==> src/rtl/ffd_bank_pkg.sv <==
// Shared types for the ffd_bank storage-channel bank.
package ffd_bank_pkg;

    typedef enum logic [1:0] {
        MODE_D  = 2'b00,
        MODE_T  = 2'b01,
        MODE_JK = 2'b10,
        MODE_SR = 2'b11
    } ffd_mode_t;

    typedef enum logic {
        CFG_IDLE  = 1'b0,
        CFG_APPLY = 1'b1
    } cfg_state_t;

    // Channel-select width; a single channel still gets a 1-bit select.
    function automatic int ch_sel_w(input int channels);
        return (channels > 1) ? $clog2(channels) : 1;
    endfunction

endpackage

==> src/rtl/ffd_channel.sv <==
// One configurable D/T/JK/SR storage channel with sticky illegal-SR flag.
// Optional saturating transition counter under FFD_BANK_TOGGLE_CNT_EN.
module ffd_channel
    import ffd_bank_pkg::*;
#(
    parameter int WIDTH = 1,
    parameter int CNT_W = 8
) (
    input  logic             clk,
    input  logic             rst,
    input  logic             en,
    input  logic             apply,
    input  logic [1:0]       apply_mode,
    input  logic [WIDTH-1:0] a,
    input  logic [WIDTH-1:0] b,
    output logic [WIDTH-1:0] q,
    output logic             err
`ifdef FFD_BANK_TOGGLE_CNT_EN
    ,
    output logic [CNT_W-1:0] cnt
`endif
);

    ffd_mode_t        mode;
    logic [WIDTH-1:0] q_next;
    logic             illegal;

    always_comb begin
        q_next  = q;
        illegal = 1'b0;
        case (mode)
            MODE_D:  q_next = a;
            MODE_T:  q_next = q ^ a;
            MODE_JK: q_next = (a & ~q) | (~b & q);
            MODE_SR: begin
                // S=R=1 falls into the hold term, so illegal bits keep their value.
                q_next  = (a & ~b) | (q & ~(a ^ b));
                illegal = |(a & b);
            end
            default: q_next = q;
        endcase
    end

    // Reconfiguration takes priority over enable and data for that edge.
    always_ff @(posedge clk or posedge rst) begin
        if (rst) begin
            mode <= MODE_D;
            q    <= '0;
            err  <= 1'b0;
        end else if (apply) begin
            mode <= ffd_mode_t'(apply_mode);
            q    <= '0;
            err  <= 1'b0;
        end else if (en) begin
            q <= q_next;
            if (illegal) begin
                err <= 1'b1;
            end
        end
    end

`ifdef FFD_BANK_TOGGLE_CNT_EN
    localparam logic [CNT_W-1:0] CNT_MAX = '1;

    always_ff @(posedge clk or posedge rst) begin
        if (rst) begin
            cnt <= '0;
        end else if (apply) begin
            cnt <= '0;
        end else if (en && (q_next != q) && (cnt != CNT_MAX)) begin
            cnt <= cnt + 1'b1;
        end
    end
`endif

endmodule

==> src/rtl/ffd_bank.sv <==
// Bank of CHANNELS configurable flip-flop channels with a two-state config port.
// Optional per-channel transition counters: define FFD_BANK_TOGGLE_CNT_EN.
module ffd_bank
    import ffd_bank_pkg::*;
#(
    parameter int CHANNELS = 4,
    parameter int WIDTH    = 1,
    parameter int CNT_W    = 8
) (
    input  logic                          clk,
    input  logic                          rst,
    input  logic [CHANNELS*WIDTH-1:0]     a,
    input  logic [CHANNELS*WIDTH-1:0]     b,
    input  logic [CHANNELS-1:0]           en,
    input  logic                          cfg_valid,
    output logic                          cfg_ready,
    input  logic [ch_sel_w(CHANNELS)-1:0] cfg_ch,
    input  logic [1:0]                    cfg_mode,
    output logic [CHANNELS*WIDTH-1:0]     q,
    output logic [CHANNELS-1:0]           err
`ifdef FFD_BANK_TOGGLE_CNT_EN
    ,
    output logic [CHANNELS*CNT_W-1:0]     cnt
`endif
);

    localparam int CH_W = ch_sel_w(CHANNELS);

    cfg_state_t          state;
    cfg_state_t          state_next;
    logic                armed;
    logic                accept;
    logic                apply_active;
    logic [CH_W-1:0]     lat_ch;
    logic [1:0]          lat_mode;
    logic [CHANNELS-1:0] apply;

    // armed keeps cfg_ready low until the first edge after reset releases.
    always_ff @(posedge clk or posedge rst) begin
        if (rst) begin
            state <= CFG_IDLE;
            armed <= 1'b0;
        end else begin
            state <= state_next;
            armed <= 1'b1;
        end
    end

    always_comb begin
        state_next = state;
        case (state)
            CFG_IDLE:  if (cfg_valid && armed) state_next = CFG_APPLY;
            CFG_APPLY: state_next = CFG_IDLE;
            default:   state_next = CFG_IDLE;
        endcase
    end

    always_comb begin
        cfg_ready    = (state == CFG_IDLE) && armed;
        accept       = cfg_ready && cfg_valid;
        apply_active = (state == CFG_APPLY);
    end

    always_ff @(posedge clk) begin
        if (accept) begin
            lat_ch   <= cfg_ch;
            lat_mode <= cfg_mode;
        end
    end

    // Out-of-range selects match no channel, so APPLY passes harmlessly.
    for (genvar c = 0; c < CHANNELS; c++) begin : g_ch
        assign apply[c] = apply_active && (lat_ch == CH_W'(c));

        ffd_channel #(
            .WIDTH (WIDTH),
            .CNT_W (CNT_W)
        ) u_ch (
            .clk        (clk),
            .rst        (rst),
            .en         (en[c]),
            .apply      (apply[c]),
            .apply_mode (lat_mode),
            .a          (a[c*WIDTH +: WIDTH]),
            .b          (b[c*WIDTH +: WIDTH]),
            .q          (q[c*WIDTH +: WIDTH]),
            .err        (err[c])
`ifdef FFD_BANK_TOGGLE_CNT_EN
            ,
            .cnt        (cnt[c*CNT_W +: CNT_W])
`endif
        );
    end

endmodule
==> config.mk <==
export PLATFORM = sky130hd
export DESIGN_NAME = ffd_bank
export DESIGN_NICKNAME = d
export VERILOG_FILES = /design/src/rtl/ffd_bank_pkg.sv /design/src/rtl/ffd_channel.sv /design/src/rtl/ffd_bank.sv
export SDC_FILE = /design/constraint.sdc
export NUM_CORES = 1
export LEC_CHECK = 0
export CORE_UTILIZATION = 45
export DETAILED_ROUTE_END_ITERATION = 12
export PLACE_DENSITY = 0.72
export SYNTH_ARGS = -nofsm -noshare
export SYNTH_HDL_FRONTEND = slang
export SYNTH_SLANG_ARGS = --single-unit
==> constraint.sdc <==
create_clock -name clk -period 3 [get_ports clk]
set_input_delay 0.6 -clock clk [delete_from_list [all_inputs] [get_ports clk]]
set_output_delay 0.6 -clock clk [all_outputs]
set_load 0.02 [all_outputs]
-- Word level (Yosys, flattened, before mapping)
Index checks and enable logic that the tools add are counted.
- equality and inequality tests: 15
- muxes and demuxes: 30
- bitwise operators: 49
- reduce and logical (&&, ||, !) cells: 24
- operators by type and width (kind ; number):
    $mux W1 ; 25
    $and A1 B1 Y1 ; 20
    $eq A2 B2 Y1 const B ; 10
    $pmux W1 S4 ; 4
    $reduce_bool A2 Y1 ; 8
    $not A1 Y1 ; 13
    $eq A2 B1 Y1 const B ; 5
    $logic_not A2 Y1 ; 5
    $or A1 B1 Y1 ; 8
    $reduce_and A2 Y1 ; 4
    $xor A1 B1 Y1 ; 8
    $logic_and A1 B1 Y1 ; 7
    $pmux W1 S2 ; 1
- bits in registers: 22
- input port bits: 19
- logic and storage cells: 134

-- Longest topological paths before layout
Gate-level depths: netlist of run 1.
- depth in word-level cells: 7
- depth in mapped cells: 6
- gate-level depth less buffers: 6

-- Hierarchy
Synthesis of run 1 repeated with hierarchy kept, for this count alone.
- cell total of the unflattened synthesis: 111
- area, all modules: 1193.6 sq um
- by module, submodules not included (module ; times used ; cells an instance ; area each (sq um) ; seq. area each (sq um)):
    ffd_channel ; 4 ; 24 ; 239.0 ; 100.1
    ffd_bank ; 1 ; 15 ; 237.7 ; 170.2

-- Worst setup path before layout of run 1
OpenSTA, ideal clock, no wires.
- path kind: in2reg
- start: input port b[1]
- end: register g_ch[1].u_ch.q
- library setup time: 124 ps
- arrival time: 1447 ps
- data required time: 2876 ps
- setup slack: 1429 ps
- stages: 6
- path through: inv_1 ha_1 nand2b_1 o211ai_1 a21oi_1 o31a_1
- word-level cells in the longest chain between the ends: 7
- elaborated cells on any way between the ends: 11
- RTL lines (item ; RTL line ; text):
    start, declared ; ffd_bank.sv:13 ; input logic [CHANNELS*WIDTH-1:0] b,
    $xor A1 B1 Y1 ; ffd_channel.sv:37 ; q_next = (a & ~b) | (q & ~(a ^ b));
    $not A1 Y1 ; ffd_channel.sv:37 ;
    $and A1 B1 Y1 ; ffd_channel.sv:37 ;
    $or A1 B1 Y1 ; ffd_channel.sv:37 ;
    $pmux W1 S4 * ; ffd_channel.sv:31 ; case (mode)
    $mux W1 * ; ffd_channel.sv:54 ; end else if (en) begin
    $mux W1 * ; ffd_channel.sv:50 ; end else if (apply) begin
    end signal, assigned ; ffd_channel.sv:55 ; q <= q_next;
    end, declared ; ffd_channel.sv:16 ; output logic [WIDTH-1:0] q,
Every way passes the cells marked *; elsewhere a longest branch is shown, timed or not. The select of a mux whose other input is x is not followed.
A chain may end at the register's enable or synchronous reset.

-- Final worst setup path of run 1
- start: register state (netlist: apply_active)
- end: output port cfg_ready
- word-level cells in the longest chain between the ends: 2
- RTL lines (item ; RTL line ; text):
    start, declared ; ffd_bank.sv:29 ; cfg_state_t state;
    start signal, assigned ; ffd_bank.sv:44 ; state <= state_next;
    $not A1 Y1 ; -- ;
    $logic_and A1 B1 Y1 ; ffd_bank.sv:59 ; cfg_ready = (state == CFG_IDLE) && armed;
    end, declared ; ffd_bank.sv:16 ; output logic cfg_ready,
No other way between the ends.

==> results of run 1 <==
routing by layer:
metal	wire length (µm)	share of wire, %	track usage (%)
met3	94	4.2	1.69
met4	41	1.8	9.83
met1	948	43	17.9
met5	0	0	0
met2	1140	51	31.9
logic make-up after synthesis:
logic type / share of synthesized area [%]
adder cells (fa/ha/maj): 8.21
multiplexers: 8.32
XOR/XNOR: 2.16
other: 0.308
AND/OR/NAND/NOR: 12.0
flip-flops: 46.8
AO/OA/AOI/OAI: 14.8
buffers and inverters: 7.39
flip-flops by register name, summed over array words and instances (netlist names):
| name | flops |
|---|---|
| g_ch.u_ch.err | 4 |
| g_ch.u_ch.q | 4 |
| g_ch.u_ch.mode | 8 |
| armed | 1 |
| apply_active | 1 |
| lat_ch | 2 |
| lat_mode | 2 |
power groups by stage:
stage | combinational (mW) | clock (mW) | sequential (mW)
finish | 0.294 | 0.157 | 0.436
global route | 0.322 | 0.171 | 0.445
CTS | 0.297 | 0.164 | 0.435
detailed placement | 0.296 | 0 | 0.441
global placement | 0.288 | 0 | 0.435
floorplan | 0.228 | 0 | 0.422
critical path, cell delays in order, from the launching register on:
cell             delay (ns)
dfrtp_1                0.46
nor2b_1                0.19
clkdlybuf4s50_1        0.63
worst max path at each step:
stage                  from        endpoint  slack (ns)  cells past startpoint
4_1_cts        apply_active       cfg_ready        0.79                      2
5_1_grt        apply_active       cfg_ready        0.73                      2
3_5_place_dp           a[1]  g_ch[1].u_ch.q        0.83                      6
2_1_floorplan          b[1]  g_ch[1].u_ch.q        1.43                      6
3_3_place_gp           a[1]  g_ch[1].u_ch.q        0.89                      6
6_report       apply_active       cfg_ready        0.82                      2
per-stage QoR:
step           total power [mW]  area (µm²)  util, %
4_1_cts                   0.896        1500     59.6
3_3_place_gp              0.723        1470     58.1
6_report                  0.887        1500     59.6
2_1_floorplan             0.649        1220        -
3_5_place_dp              0.737        1470     58.1
5_1_grt                   0.938        1500     59.6
cells in the mapped netlist (all sizes together):
master and count:
a21oi 5, o31a 1, nand2b 1, and2 2
a21o 1, nand3b 2, a31oi 3, a211oi 1
mux2 9, conb 1, nor2b 3, a41oi 4
a211o 1, buf 8, nor3 1, edfxtp 4
o211a 1, o221ai 1, xnor2 3, nor2 6
o32ai 2, or3 1, a22oi 1, and3 1
ha 8, o211ai 2, nand3 1, o21ai 2
nor3b 1, nand2 8, dfrtp 18, inv 8
area by class of cell:
class                   instances  share of cell area, %
inverters                       8                   2.00
clock buffers                   4                   2.41
repair buffers                 27                   18.0
flip-flops and latches         22                   38.0
multi-input cells              73                   37.1
well taps                      30                   2.50
==> impl_metrics.yaml, run 1 <==
outcome:
  status: "completed"
clock_tree:
  cts_setup_buffers: 0
  h-tree-depth: 1
  cts_tree: "built"
  ctsHoldBuffers: 0
  clock_sinks: 22
  clk_pin_slew_ns: 0.11
  cts_resized: 0
  cts_root_buf: "clkbuf_4"
  clk_latency_ns: 0.30
  numCtsBuffers: 3
  clockBufferDepth: 2
timing:
  setup_violations: 0
  tightest_slew_ns: 0.663
  fin_hold_ws_ns: 0.524
  rsz0062_at_grt: "no"
  max-slew-margin-rel_pct: 55.8
  min_period_ns: 2.18
  fin_skew_ns: 0.00200
  fmax_mhz: 458
  tns_ns: 0
  period_share_pct: 72.8
  finalHoldViolCount: 0
  slew_violations: 0
  fin_ws_ns: 0.817
power:
  p_switching_uw: 282
  ir_drop_uv: 347
  power_frac_clock_pct: 17.7
  sequentialPowerShare_pct: 49.1
  p_per_area_nw_per_um2: 590
  power.share.switching_pct: 31.8
  p_leak_nw: 0.653
  power_frac_comb_pct: 33.2
  p_int_uw: 604
final_layout:
  fillers: 229
  final_common_cell: "clkdlybuf4s50_1"
  multi_input_comb_area_um2: 558
  regArea_um2: 571
  layout-drive-gt1-share_pct: 10.4
  nets: 162
  layout_common_cells: "27 x clkdlybuf4s50_1, 18 x dfrtp_1, 9 x mux2_2"
  areaGrowthSynthToFinish_pct: 23.3
  fin_cells: 164
  n_antenna_cell: 0
drt:
  wl_mm: 2.22
  via_per_inst: 5.55
  drt_pre_antenna_iters: 4
  drc_errors: 0
  num_vias: 911
  wl_per_cell_um: 13.5
  drt_iter0_markers: 11
  ant_nets: 0
logic_synthesis:
  synth_top_cells_by_area: "dfrtp_1 37%, edfxtp_1 9.9%, mux2_2 8.3%"
  avgSynthCellArea_um2: 11.0
  netlist_instances: 111
  syn-num-nets: 138
  synth_largest_area_cell: "dfrtp_1"
  yosysWarnings: 0
  netlist_area_um2: 1220
  synth_top_area_share_pct: 37.0
  synth_cell_types: 32
  ys_ff_latch: 22
  yosysSeqAreaShare_pct: 46.8
global_routing:
  grt_pass1_wl_mm: 3.49
  grt_max_degree: 19
  grt_pass1_vias: 874
  antenna_found_initial: 0
  grt_use_total_pct: 16.9
  grt_overflow_total: 0
worst_setup_path:
  critPathMaxFanout: 6
  start_kind: "flop"
  criticalPathCategory: "reg -> out"
  worstSetupEndpointType: "output pin"
  worstReg2RegEnd: "g_ch[2].u_ch.mode[1]"
  arrival_ns: 1.58
  ff2ff_path_depth: 3
  r2r_setup_slack_ns: 1.68
  reg2reg_from: "lat_ch[1]"
  cp.required_ns: 2.40
die:
  core_um2: 2520
  die_area_um2: 2920
  die_w_um: 54.0
  io_pins: 28
  std_cell_rows: 18
  start_util_pct: 48.3
  die_h_um: 54.0
hold_path:
  hold_path.class: "reg -> reg"
  hp-start: "g_ch[2].u_ch.err"
  min_path_cells: 2
  hold_end: "g_ch[2].u_ch.err"
place:
  place_congestion: 0.670
  dp_cells: 160
  portBuffers: 27
  hpwlAfterDp_mm: 1.71
  dp_worst_setup_slack_ns: 0.832
flow_run:
  maxCapViolCount: 0
(Power assumes the default switching activity.)
==> inputs of run 2 (changes only) <==
Clock period 3 ns to 2.17 ns, I/O delays scaled along.
==> results of run 2 <==
The final DEF is identical to that of run 1. Status: completed.
Among the figures that moved: setup slack after placement 0.832 ns -> 0.168 ns; setup slack after layout 0.817 ns -> 0.153 ns; hold slack 0.524 ns -> 0.510 ns; register-to-register setup slack 1.68 ns -> 0.85 ns; total power 0.887 mW -> 1.23 mW; worst IR drop on VDD 347 µV -> 480 µV
